--- config.mk ---
export PLATFORM = sky130hd
export DESIGN_NAME = mem_arbiter
export DESIGN_NICKNAME = d
export VERILOG_FILES = /design/src/rtl/mem_arbiter_pkg.sv /design/src/rtl/mem_arbiter_rdpipe.sv /design/src/rtl/mem_arbiter.sv
export SDC_FILE = /design/constraint.sdc
export NUM_CORES = 1
export LEC_CHECK = 0
export CELL_PAD_IN_SITES_DETAIL_PLACEMENT = 0
export CELL_PAD_IN_SITES_GLOBAL_PLACEMENT = 1
export CORE_ASPECT_RATIO = 0.9
export CORE_MARGIN = 5
export CORE_UTILIZATION = 16
export CTS_CLUSTER_SIZE = 24
export DETAILED_ROUTE_END_ITERATION = 10
export GPL_TIMING_DRIVEN = 0
export PLACE_DENSITY = 0.86
export SYNTH_ARGS = -nofsm -noshare
export SYNTH_HDL_FRONTEND = slang
export SYNTH_SLANG_ARGS = --single-unit
--- constraint.sdc ---
create_clock -name clk -period 5.6 [get_ports clk]
set_input_delay 0.84 -clock clk [delete_from_list [all_inputs] [get_ports clk]]
set_output_delay 0.84 -clock clk [all_outputs]
set_load 0.05 [all_outputs]
--- src/rtl/mem_arbiter_pkg.sv ---
// Shared definitions for the two-requester memory arbiter: FSM encodings,
// requester ids, read-return tag and the bank-select helper.
package mem_arbiter_pkg;

  localparam logic [1:0] ST_IDLE = 2'd0;
  localparam logic [1:0] ST_OWN0 = 2'd1;
  localparam logic [1:0] ST_OWN1 = 2'd2;

  localparam logic REQ_R0 = 1'b0;
  localparam logic REQ_R1 = 1'b1;

  typedef struct packed {
    logic v;
    logic id;
  } rd_tag_t;

  function automatic logic [1:0] bank_of(input logic [15:0] addr, input int lsb);
    return addr[lsb +: 2];
  endfunction

endpackage

--- src/rtl/mem_arbiter_rdpipe.sv ---
// Fixed-latency owner pipeline: tags each accepted read with its requester
// so the returning memory data can be steered to the right cache.
module mem_arbiter_rdpipe
  import mem_arbiter_pkg::*;
#(
  parameter int MEM_LAT = 2
) (
  input  logic    clk,
  input  logic    rst,
  input  rd_tag_t in_tag,
  output rd_tag_t out_tag
);

  rd_tag_t pipe [MEM_LAT];

  // NOTE: every stage is reset because the valid bits are control state;
  // a stale valid surviving reset would fake an rvalid after release.
  always_ff @(posedge clk or negedge rst) begin
    if (!rst) begin
      for (int i = 0; i < MEM_LAT; i++) pipe[i] <= '0;
    end else begin
      pipe[0] <= in_tag;
      for (int i = 1; i < MEM_LAT; i++) pipe[i] <= pipe[i-1];
    end
  end

  assign out_tag = pipe[MEM_LAT-1];

endmodule

--- src/rtl/mem_arbiter.sv ---
// Arbitrates one banked main memory between the I-cache (r0) and D-cache (r1)
// with round-robin preference, bank-conflict fall-through and burst locking.
module mem_arbiter
  import mem_arbiter_pkg::*;
#(
  parameter int MEM_LAT  = 2,
  parameter int BANK_LSB = 1
) (
  input  logic        clk,
  input  logic        rst,
  input  logic        r0_req,
  input  logic        r0_wr,
  input  logic        r0_lock,
  input  logic [15:0] r0_addr,
  input  logic [15:0] r0_data_in,
  input  logic        r1_req,
  input  logic        r1_wr,
  input  logic        r1_lock,
  input  logic [15:0] r1_addr,
  input  logic [15:0] r1_data_in,
  output logic        r0_gnt,
  output logic        r1_gnt,
  output logic        r0_rvalid,
  output logic        r1_rvalid,
  output logic [15:0] r0_data_out,
  output logic [15:0] r1_data_out,
  output logic        r0_err,
  output logic        r1_err,
  output logic [15:0] fm_addr,
  output logic [15:0] fm_data_in,
  output logic        fm_rd,
  output logic        fm_wr,
  input  logic [15:0] m_data_out,
  input  logic        m_stall,
  input  logic [3:0]  m_busy,
  input  logic        m_err
);

  logic [1:0] state, state_nx;
  logic       rr_ptr, rr_nx;
  logic       elig0, elig1;
  logic       gnt0_raw, gnt1_raw;
  logic       gnt0, gnt1;
  rd_tag_t    issue_tag, ret_tag;

  assign elig0 = r0_req & ~m_stall & ~m_busy[bank_of(r0_addr, BANK_LSB)];
  assign elig1 = r1_req & ~m_stall & ~m_busy[bank_of(r1_addr, BANK_LSB)];

  // NOTE: defaults first so no path through the case leaves a signal
  // unassigned and infers a latch.
  always_comb begin
    gnt0_raw = 1'b0;
    gnt1_raw = 1'b0;
    case (state)
      ST_IDLE: begin
        if (rr_ptr == REQ_R0) begin
          gnt0_raw = elig0;
          gnt1_raw = ~elig0 & elig1;
        end else begin
          gnt1_raw = elig1;
          gnt0_raw = ~elig1 & elig0;
        end
      end
      ST_OWN0: gnt0_raw = elig0;
      ST_OWN1: gnt1_raw = elig1;
      default: ;
    endcase
  end

  // Outputs are forced quiet for the whole time reset is held.
  assign gnt0 = gnt0_raw & rst;
  assign gnt1 = gnt1_raw & rst;

  always_comb begin
    state_nx = state;
    rr_nx    = rr_ptr;
    case (state)
      ST_IDLE: begin
        if (gnt0) begin
          rr_nx = REQ_R1;
          if (r0_lock) state_nx = ST_OWN0;
        end else if (gnt1) begin
          rr_nx = REQ_R0;
          if (r1_lock) state_nx = ST_OWN1;
        end
      end
      ST_OWN0: if (!r0_lock) state_nx = ST_IDLE;
      ST_OWN1: if (!r1_lock) state_nx = ST_IDLE;
      default: state_nx = ST_IDLE;
    endcase
  end

  // NOTE: sequential state uses non-blocking assignments so every flop
  // samples the pre-edge value of every other flop.
  always_ff @(posedge clk or negedge rst) begin
    if (!rst) begin
      state  <= ST_IDLE;
      rr_ptr <= REQ_R0;
    end else begin
      state  <= state_nx;
      rr_ptr <= rr_nx;
    end
  end

  assign r0_gnt = gnt0;
  assign r1_gnt = gnt1;
  assign r0_err = gnt0 & m_err;
  assign r1_err = gnt1 & m_err;

  assign fm_rd      = (gnt0 & ~r0_wr) | (gnt1 & ~r1_wr);
  assign fm_wr      = (gnt0 &  r0_wr) | (gnt1 &  r1_wr);
  assign fm_addr    = gnt0 ? r0_addr    : (gnt1 ? r1_addr    : 16'h0000);
  assign fm_data_in = gnt0 ? r0_data_in : (gnt1 ? r1_data_in : 16'h0000);

  assign issue_tag.v  = fm_rd;
  assign issue_tag.id = gnt1 ? REQ_R1 : REQ_R0;

  mem_arbiter_rdpipe #(.MEM_LAT(MEM_LAT)) u_rdpipe (
    .clk     (clk),
    .rst     (rst),
    .in_tag  (issue_tag),
    .out_tag (ret_tag)
  );

  assign r0_rvalid   = ret_tag.v & (ret_tag.id == REQ_R0);
  assign r1_rvalid   = ret_tag.v & (ret_tag.id == REQ_R1);
  assign r0_data_out = rst ? m_data_out : 16'h0000;
  assign r1_data_out = rst ? m_data_out : 16'h0000;

endmodule

# == Word level (Yosys, flattened, before mapping) ==
# Index checks and enable logic that the tools add are counted.
# op_classes
magnitude_cmp,2
eq_ne,7
muxes,23
bitwise_logic,26
reduce_logical,4
# ops
operator,count
2-to-1 mux 16 bit,5
bitwise AND 1 bit,16
2-to-1 mux 2 bit,6
!= test 3 bit (second input constant),3
NOT 1 bit,8
2-to-1 mux 1 bit,7
< comparator 2 x 3 -> 1 bit (second input constant),2
one-hot mux 2 bit (3 select lines),1
AND reduction 5 bit,1
binary-select mux 1 bit (select 2 bit),2
!= test 2 bit (second input constant),2
one-hot mux 1 bit (2 select lines),2
== test 2 x 1 -> 1 bit (second input constant),1
== test 2 bit (second input constant),1
zero test 2 bit,1
OR 1 bit,2
AND reduction 2 bit,1
nonzero test 2 bit,1
# word_totals
reg_bits,7
input_bits,94
out_inout_bits,72
wordCells,68

# == Longest topological paths before layout ==
# Gate-level depths: netlist of the first run.
# logic_depth
word_depth,12
depth_mapped,6
mapped_depth_nobuf,4

# == Hierarchy ==
# From an unflattened synthesis of the first run, not the netlist that was laid out.
# unflattened
hier_cells,190
area_unflattened_um2,1413.9
# by_module_without_submodules
mod,instances,cells_per_inst,area_each_um2,seq_area_each_um2
mem_arbiter,1,184,1298.7,75.1
mem_arbiter_rdpipe,1,6,115.1,100.1

# == Worst setup path after synthesis of the first run ==
# OpenSTA, ideal clock, no wires.
# synth_path
path_kind,in2out
from,in r0_addr[1]
to,out fm_rd
arrival_time_ns,2.938
t_required_ns,4.760
path_slack_ns,1.822
path_stages,5
n_path_buf,1
path_cell_list,mux4_2 nor2_1 nand2b_1 buf_2 o32ai_1
# synth_between
elab_chain_cells,11
word_cells_on_any_way,16
classes_between,mux: 6; bitwise: 10
# synth_lines
item,line,text
from (decl),mem_arbiter.sv:14,"input logic [15:0] r0_addr,"
binary-select mux 1 bit (select 2 bit) *,mem_arbiter.sv:46,"assign elig0 = r0_req & ~m_stall & ~m_busy[bank_of(r0_addr, BANK_LSB)];"
2-to-1 mux 1 bit (implied by the code) *,mem_arbiter.sv:46,
NOT 1 bit *,mem_arbiter.sv:46,
bitwise AND 1 bit *,mem_arbiter.sv:46,
NOT 1 bit,mem_arbiter.sv:58,gnt1_raw = ~elig0 & elig1;
bitwise AND 1 bit,mem_arbiter.sv:58,
2-to-1 mux 1 bit,mem_arbiter.sv:56,if (rr_ptr == REQ_R0) begin
one-hot mux 1 bit (2 select lines),mem_arbiter.sv:54,case (state)
bitwise AND 1 bit,mem_arbiter.sv:72,assign gnt1 = gnt1_raw & rst;
bitwise AND 1 bit,mem_arbiter.sv:110,assign fm_rd = (gnt0 & ~r0_wr) | (gnt1 & ~r1_wr);
OR 1 bit *,mem_arbiter.sv:110,
to (decl),mem_arbiter.sv:31,"output logic fm_rd,"
# Every way passes the cells marked *; elsewhere a longest branch is shown, timed or not. The select of a mux whose other input is x is not followed.

# == Worst setup path in the final report of the first run ==
# layout_path
from,in r1_addr[1]
to,out fm_rd
# layout_between
elab_chain_cells,11
word_cells_on_any_way,16
classes_between,mux: 6; bitwise: 10
# layout_lines
item,line,text
from (decl),mem_arbiter.sv:19,"input logic [15:0] r1_addr,"
binary-select mux 1 bit (select 2 bit) *,mem_arbiter.sv:47,"assign elig1 = r1_req & ~m_stall & ~m_busy[bank_of(r1_addr, BANK_LSB)];"
2-to-1 mux 1 bit (implied by the code) *,mem_arbiter.sv:47,
NOT 1 bit *,mem_arbiter.sv:47,
bitwise AND 1 bit *,mem_arbiter.sv:47,
NOT 1 bit,mem_arbiter.sv:61,gnt0_raw = ~elig1 & elig0;
bitwise AND 1 bit,mem_arbiter.sv:61,
2-to-1 mux 1 bit,mem_arbiter.sv:56,
one-hot mux 1 bit (2 select lines),mem_arbiter.sv:54,
bitwise AND 1 bit,mem_arbiter.sv:71,assign gnt0 = gnt0_raw & rst;
bitwise AND 1 bit,mem_arbiter.sv:110,
OR 1 bit *,mem_arbiter.sv:110,
# Marked as above.

==> results of run 1 <==
## sequential cells by signal (all words and copies together), names as in the netlist
signal            flops
rr_ptr                1
state                 2
u_rdpipe.out_tag      2
u_rdpipe.pipe         2
## metrics by stage
stage,std cells,power [mW],setup slack [ns],area [um2],utilization
after global routing,459,0.426,0.802,3100,0.392
after CTS,459,0.407,0.989,3100,0.392
after detailed placement,455,0.334,1.01,3050,0.386
after global placement,455,0.332,1.03,3050,0.386
after floorplan,191,0.208,1.82,1280,-
final,459,0.403,1.05,3100,0.392
## layer usage
metal | GRT usage | up-vias | part of all wire
met5 | 0 | - | 0
met4 | 0.0162 | 0 | 0.0042
met3 | 0.0301 | 2 | 0.058
met2 | 0.220 | 73 | 0.52
met1 | 0.144 | 879 | 0.42
li1 | - | 981 | -
## final cells by class
type	instances	area, um2	area share
Timing Repair Buffer	165	1650	0.533
Multi-Input combinational cell	150	870	0.280
Clock inverter	1	5.00	0.00161
Inverter	1	3.75	0.00121
Clock buffer	3	41.3	0.0133
Tap cell	99	124	0.0400
Buffer	33	230	0.0743
Sequential cell	7	175	0.0565
## cell families after synthesis
family / after synthesis / share of synthesized area
flip-flops: 7 / 0.137
AO/OA/AOI/OAI: 38 / 0.225
multiplexers: 6 / 0.0665
AND/OR/NAND/NOR: 106 / 0.388
buffers and inverters: 34 / 0.183
## power breakdown
part           switching [mW]  internal, mW  leakage (nW)
sequential            0.00351        0.0554        0.0937
clock                  0.0236        0.0483        0.0255
combinational           0.143         0.129          1.07
## worst paths after layout
kind	start	endpoint	slack [ns]	depth (start not counted)
worst min register to register	u_rdpipe.pipe[3]	u_rdpipe.out_tag[1]	0.35	0
max in group asynchronous	rst	state[0]	4.36	1
worst max register to register	state[1]	u_rdpipe.pipe[3]	3.62	6
min in group asynchronous	rst	u_rdpipe.out_tag[0]	0.93	1
worst min-delay path	u_rdpipe.pipe[3]	u_rdpipe.out_tag[1]	0.35	0
worst max-delay path	r1_addr[1]	fm_rd	1.05	7
## cell usage in the layout, fill, tap and decap left out, types with 4 or more instances in the layout
cell / n
nor2_1: 6
buf_6: 5
clkdlybuf4s50_1: 165
and2_1: 17
o22ai_1: 24
mux2i_1: 4
dfrtp_1: 7
clkbuf_1: 9
buf_4: 18
o22ai_2: 8
nand2_1: 65
## worst max-delay path, delay by kind of cell
kind                   cells  cell delay (ns)
buffers and inverters      4             1.72
and+or+nand+nor            1             0.39
muxes                      1             0.54
AOI/OAI and AO/OA          1             0.21
==> impl_metrics.csv, run 1 <==
group,metric,value,unit
synth,synth_edf_count,0,
setup_path,cp_cell_sequence,"clkdlybuf4s50_1 -> mux4_2 -> or3_1 -> buf_6 -> buf_6 -> o32ai_1 -> clkdlybuf4s50_1",
run_status,status,"completed",
global_routing,overflow,0,
sta,tns,0,ns
place,dp.final_hpwl,5.46,mm
sta,rsz0062_at_grt,"no",
clock_tree,clkLatencyLatePin,0.23,ns
finish,antenna_cells,0,
finish,fin_nets,455,
drt,drtIter0Drc,24,
finish,area_delta_synth_final,142,%
sta,max-slew-margin-rel,0.638,
sta,period_share,0.812,
drt,drtAntennaViolNets,0,
global_routing,groute.usage.overall,0.119,
synth,async_reset_ff_frac,1.00,
clock_tree,cts.sinks,7,
setup_path,path_class,"input port to primary output",
sta,worstMarginPinSlew,0.543,ns
clock_tree,cts_buffer_depth,2,
synth,syn_nets,285,
setup_path,cp_data_arrival_time,3.71,ns
setup_path,required,4.76,ns
synth,ys_seq_elements,7,
drt,vias_per_cell,4.22,
synth,yosysUniqueCellTypes,27,
floorplanning,coreArea,7910,um2
floorplanning,ios,166,
clock_tree,path_clk_slew,0.04,ns
run,drv_cap,0,
synth,synth.avg_cell_area,6.69,um2
synth,synth_area,1280,um2
global_routing,grt_max_degree,12,
floorplanning,die_area,9880,um2
sta,hold_violations,0,
drt,via_count,1935,
global_routing,grt_pass1_vias,2018,
synth,synth_ff_type,"dfrtp_1",
place,io_buffers,165,
finish,drive_gt1_frac,0.114,
power,peakVddDrop,0.0771,mV
power,p_leak,1.19,nW
clock_tree,cts-hold-fix-buffers,0,
setup_path,max_stage_delay,0.88,ns
synth,netlist_instances,191,
synth,synth_common_cells,"nand2_1 (65), o22ai_1 (24), buf_4 (18), and2_1 (17), clkbuf_1 (9)",
hold_path,hold_path_class,"flip-flop to flip-flop",
clock_tree,cts_tree,"built",
clock_tree,cts_repair_resize_count,0,
place,place_congestion,0.730,
floorplanning,dieHeight,94.8,um
global_routing,grt_pass1_wl,9.85,mm
setup_path,cp-start-kind,"input port",
drt,drcViolationCount,0,
synth,yosysTopAreaCell,"nand2_1",
synth,synth_top_area_share,0.191,
sta,period_minus_slack,4.55,ns
drt,routedWlPerCell,13.9,um
setup_path,crit_slowest_cell,"clkdlybuf4s50_1",
drt,drt_wl_total,6.37,mm
synth,synth_warnings,0,
floorplanning,initial_core_util,0.162,
synth,synthTopCellsByArea,"nand2_1 (19%), dfrtp_1 (14%), o22ai_1 (12%)",
clock_tree,postCtsSetupRepairBufs,0,
sta,slew_violations,0,
setup_path,cp_max_fo,10,
sta,skew,0.00353,ns
sta,fmax,220,MHz
sta,whs,0.352,ns
clock_tree,h-tree-depth,1,
sta,setup_viol,0,
floorplanning,rows,31,
drt,dr.pass1.iters,4,
setup_path,endpoint_kind,"primary output",
synth,synth_most_common_cell,"nand2_1",
floorplanning,die_x,104,um
power,power.density,130,nW/um2
synth,yosysSeqAreaShare,0.137,
finish,filler_cell_count,844,
global_routing,antenna_found_initial,0,
clock_tree,numCtsBuffers,3,
clock_tree,cts-root-buf,"clkbuf_8",
No activity file was read; power rests on OpenSTA's default activity.
==> run 2: changes to the inputs <==
Settings changed: CORE_UTILIZATION 16 to 15, PLACE_DENSITY 0.86 to 0.81.
Clock period 5.6 ns to 4.3 ns, I/O delays scaled along.
==> impl_metrics.csv, run 2 (synthesized netlist as in run 1, its figures left out) <==
group,metric,value,unit
clock_tree,cts_buffer_depth,2,
sta,period_minus_slack,4.12,ns
setup_path,r2r_end,"u_rdpipe.pipe[3]",
clock_tree,clkLatencyLatePin,0.22,ns
clock_tree,numCtsBuffers,3,
setup_path,r2r_cells,6,
setup_path,path_class,"input port to primary output",
finish,filler_cell_count,890,
sta,period_share,0.959,
power,p_seq_frac,0.147,
floorplanning,initial_core_util,0.151,
finish,antenna_cells,0,
clock_tree,cts.sinks,7,
finish,layout.cells.non_filler,479,
floorplanning,die_area,10500,um2
clock_tree,cts-hold-fix-buffers,0,
setup_path,required,3.65,ns
clock_tree,cts_tree,"built",
run,drv_cap,0,
floorplanning,ios,166,
global_routing,grt_max_degree,12,
place,pre_cts_ws,0.0735,ns
sta,tns,0,ns
setup_path,rr_startpoint,"state[1]",
power,power.switching,0.219,mW
finish,drive_gt1_frac,0.114,
sta,setup_ws,0.175,ns
place,dp.final_hpwl,5.60,mm
drt,drt_wl_total,6.49,mm
floorplanning,die_x,107,um
floorplanning,dieHeight,97.6,um
clock_tree,path_clk_slew,0.04,ns
sta,hold_violations,0,
drt,dr.pass1.iters,4,
hold_path,hold_end,"u_rdpipe.out_tag[0]",
floorplanning,coreArea,8450,um2
sta,rsz0062_at_grt,"no",
setup_path,rrSetupSlack,2.39,ns
drt,drcViolationCount,0,
global_routing,antenna_found_initial,0,
run_status,status,"completed",
place,place_congestion,0.835,
finish,area_delta_synth_final,144,%
power,peakVddDrop,0.109,mV
hold_path,min_from,"u_rdpipe.pipe[2]",
power,clkPwrFrac,0.174,
global_routing,overflow,0,
sta,whs,0.342,ns
setup_path,cp_data_arrival_time,3.48,ns
clock_tree,cts-root-buf,"clkbuf_8",
power,p_leak,1.19,nW
clock_tree,h-tree-depth,1,
sta,setup_viol,0,
global_routing,grt_pass1_wl,9.89,mm
drt,drtAntennaViolNets,0,
drt,vias_per_cell,4.06,
place,dpl_cell_area,3080,um2
finish,final_common_cell,"clkdlybuf4s50_1",
global_routing,groute.usage.overall,0.115,
finish,fin_area,3130,um2
power,intPower,0.305,mW
setup_path,endpoint_kind,"primary output",
clock_tree,cts_repair_resize_count,0,
power,power.density,167,nW/um2
sta,fmax,242,MHz
place,io_buffers,165,
power,swShare,0.418,
drt,drtIter0Drc,54,
setup_path,cp_max_fo,10,
hold_path,hold_path_class,"flip-flop to flip-flop",
sta,skew,0.00321,ns
power,combPwrFrac,0.678,
drt,routedWlPerCell,13.5,um
drt,via_count,1944,
clock_tree,postCtsSetupRepairBufs,0,
finish,final_cell_mix,"clkdlybuf4s50_1 (165), nand2_1 (65), o22ai_1 (24)",
sta,worstMarginPinSlew,0.532,ns
floorplanning,rows,32,
sta,max-slew-margin-rel,0.644,
sta,slew_violations,0,
finish,fin_nets,455,
global_routing,grt_pass1_vias,1997,
setup_path,cp-start-kind,"input port",
place,placedCellCount,475,
hold_path,min_path_cells,0,
==> run 2: cell count changes in the layout (fill, tap and decap cells not counted) <==
cell,previous run,this run
clkbuf_2,0,1
clkinv_2,1,0
==> run 2: metal layers <==
metal / routed length, um / vias up / global-route usage / part of all wire
met1: 2550 / 855 / 0.133 / 0.39
met4: 55 / 0 / 0.0138 / 0.0085
met3: 681 / 6 / 0.0432 / 0.10
li1: - / 983 / - / -
met2: 3210 / 100 / 0.204 / 0.49
met5: 0 / - / 0 / 0
==> run 2: power by group through the flow <==
| stage | clock network [mW] | logic (mW) | registers [mW] |
|---|---|---|---|
| global placement | 0 | 0.356 | 0.0774 |
| detailed placement | 0 | 0.358 | 0.0778 |
| global route | 0.0960 | 0.377 | 0.0778 |
| CTS | 0.0927 | 0.359 | 0.0769 |
| finish | 0.0912 | 0.355 | 0.0770 |
| floorplan | 0 | 0.195 | 0.0761 |
==> run 2: worst max-delay path by stage <==
stage | depth (start not counted) | endpoint | start | slack, ns
2_1_floorplan | 5 | fm_rd | r0_addr[1] | 0.91
3_3_place_gp | 6 | fm_data_in[13] | rst | 0.1
3_5_place_dp | 6 | fm_addr[15] | rst | 0.07
4_1_cts | 6 | fm_addr[15] | rst | 0.07
5_1_grt | 7 | fm_rd | r1_addr[1] | 0.03
6_report | 7 | fm_rd | r1_addr[1] | 0.18
==> run 2: through the flow <==
stage	util	total power, mW
floorplan	-	0.271
global placement	0.364	0.433
detailed placement	0.364	0.436
CTS	0.370	0.529
global route	0.370	0.551
finish	0.370	0.523
==> run 2: layout make-up <==
cell class / instances / area (um2) / share of cell area
timing repair buffer: 165 / 1650 / 0.528
inverter: 1 / 3.75 / 0.00120
clock buffer: 4 / 45.0 / 0.0144
tap: 119 / 149 / 0.0476
sequential: 7 / 175 / 0.0560
buffer: 33 / 231 / 0.0741
multi-input combinational: 150 / 870 / 0.278
==> run 2: worst max-delay path, cell delays in order <==
cell	delay [ns]
clkdlybuf4s50_1	0.54
mux4_2	0.55
or3_1	0.40
buf_6	0.15
buf_6	0.15
o32ai_1	0.16
clkdlybuf4s50_1	0.88
==> run 3: changes to the inputs <==
Settings changed: CORE_MARGIN 5 to 4, CTS_CLUSTER_SIZE 24 to default, SKIP_LAST_GASP from default to 1.
==> impl_metrics.csv, run 3 (synthesized netlist as in run 1, its figures left out) <==
group,metric,value,unit
floorplanning,initial_core_util,0.156,
sta,max-slew-margin-rel,0.644,
clock_tree,cts-root-buf,"clkbuf_8",
setup_path,max_stage_delay,0.89,ns
sta,whs,0.342,ns
power,intPower,0.305,mW
power,power.density,168,nW/um2
clock_tree,h-tree-depth,1,
global_routing,groute.usage.overall,0.123,
global_routing,grt_max_degree,12,
drt,drtAntennaViolNets,0,
run,drv_cap,0,
drt,drcViolationCount,0,
sta,hold_violations,0,
global_routing,antenna_found_initial,0,
floorplanning,die_x,105,um
finish,drive_gt1_frac,0.114,
power,power.switching,0.219,mW
finish,fin_nets,455,
setup_path,required,3.65,ns
sta,tns,0,ns
setup_path,cp_cell_sequence,"clkdlybuf4s50_1 -> mux4_2 -> or3_1 -> buf_6 -> buf_6 -> o32ai_1 -> clkdlybuf4s50_1",
clock_tree,cts_tree,"built",
floorplanning,die_area,10100,um2
setup_path,cp_max_fo,10,
clock_tree,numCtsBuffers,3,
sta,skew,0.00123,ns
drt,vias_per_cell,4.16,
setup_path,critPathTopFamily,"buffers and inverters",
power,p_seq_frac,0.147,
place,io_buffers,165,
sta,period_minus_slack,4.14,ns
sta,slew_violations,0,
setup_path,path_class,"input port to primary output",
clock_tree,cts_buffer_depth,2,
sta,fmax,241,MHz
clock_tree,clkLatencyLatePin,0.22,ns
global_routing,overflow,0,
setup_path,worst-path-buf-inv,4,
setup_path,cp-start-kind,"input port",
hold_path,hold_path_class,"flip-flop to flip-flop",
setup_path,crit_slowest_cell,"clkdlybuf4s50_1",
setup_path,rrSetupSlack,2.40,ns
power,peakVddDrop,0.0621,mV
finish,final_cell_mix,"clkdlybuf4s50_1 (165), nand2_1 (65), o22ai_1 (24)",
drt,drtIter0Drc,47,
power,swShare,0.418,
global_routing,grt_pass1_wl,9.92,mm
finish,antenna_cells,0,
place,place_congestion,0.808,
clock_tree,cts.sinks,7,
power,combPwrFrac,0.680,
floorplanning,coreArea,8180,um2
floorplanning,ios,166,
setup_path,endpoint_kind,"primary output",
floorplanning,rows,31,
power,clkPwrFrac,0.173,
place,dp.final_hpwl,5.59,mm
power,p_leak,1.19,nW
sta,worstMarginPinSlew,0.533,ns
sta,period_share,0.963,
drt,routedWlPerCell,13.9,um
floorplanning,dieHeight,95.6,um
drt,via_count,1975,
finish,area_delta_synth_final,144,%
sta,rsz0062_at_grt,"no",
finish,filler_cell_count,845,
setup_path,cp_data_arrival_time,3.50,ns
global_routing,grt_pass1_vias,1957,
clock_tree,path_clk_slew,0.04,ns
finish,final_common_cell,"clkdlybuf4s50_1",
run_status,status,"completed",
drt,drt_wl_total,6.59,mm
sta,setup_viol,0,
drt,dr.pass1.iters,4,
## run 3: final timing paths
check / start / end / depth (start not counted)
worst max-delay path: r1_addr[1] / fm_rd / 7
worst min-delay path: u_rdpipe.pipe[2] / u_rdpipe.out_tag[0] / 0
worst max register to register: state[1] / u_rdpipe.pipe[3] / 6
worst min register to register: u_rdpipe.pipe[2] / u_rdpipe.out_tag[0] / 0
max in group asynchronous: rst / state[0] / 1
min in group asynchronous: rst / u_rdpipe.out_tag[1] / 1
## run 3: stage by stage
step | total power [mW] | cells | setup slack, ns | util | cell area (um2)
5_1_grt | 0.555 | 475 | 0.0695 | 0.381 | 3120
2_1_floorplan | 0.271 | 191 | 0.912 | - | 1280
3_5_place_dp | 0.436 | 471 | 0.105 | 0.376 | 3070
3_3_place_gp | 0.434 | 471 | 0.103 | 0.376 | 3070
4_1_cts | 0.528 | 475 | 0.0981 | 0.381 | 3120
6_report | 0.524 | 475 | 0.159 | 0.381 | 3120
## run 3: metal layers
| metal | part of all wire | global-route usage | vias up |
|---|---|---|---|
| li1 | - | - | 985 |
| met3 | 0.096 | 0.0372 | 0 |
| met4 | 0 | 0.0164 | 0 |
| met5 | 0 | 0 | - |
| met1 | 0.40 | 0.146 | 891 |
| met2 | 0.51 | 0.224 | 99 |
## run 3: cell type report
type	count	area, um2	share of cell area
flip-flops and latches	7	175	0.0561
clock buffers	4	45.0	0.0144
well taps	115	144	0.0461
inverters	1	3.75	0.00120
repair buffers	165	1650	0.529
multi-input cells	150	870	0.279
plain buffers	33	231	0.0742
## run 3: power by group through the flow
stage               clock network [mW]  logic [mW]  registers, mW
global placement                     0       0.356         0.0774
CTS                             0.0917       0.359         0.0772
finish                          0.0906       0.356         0.0770
floorplan                            0       0.195         0.0761
detailed placement                   0       0.359         0.0776
global route                    0.0984       0.379         0.0778
## run 3: repair_timing
item                                    in CTS  in global routing
hold buffers                                 0                  0
buffers inserted                             0                  0
gates resized for setup                      0                  2
endpoints found under the setup margin       0                 30
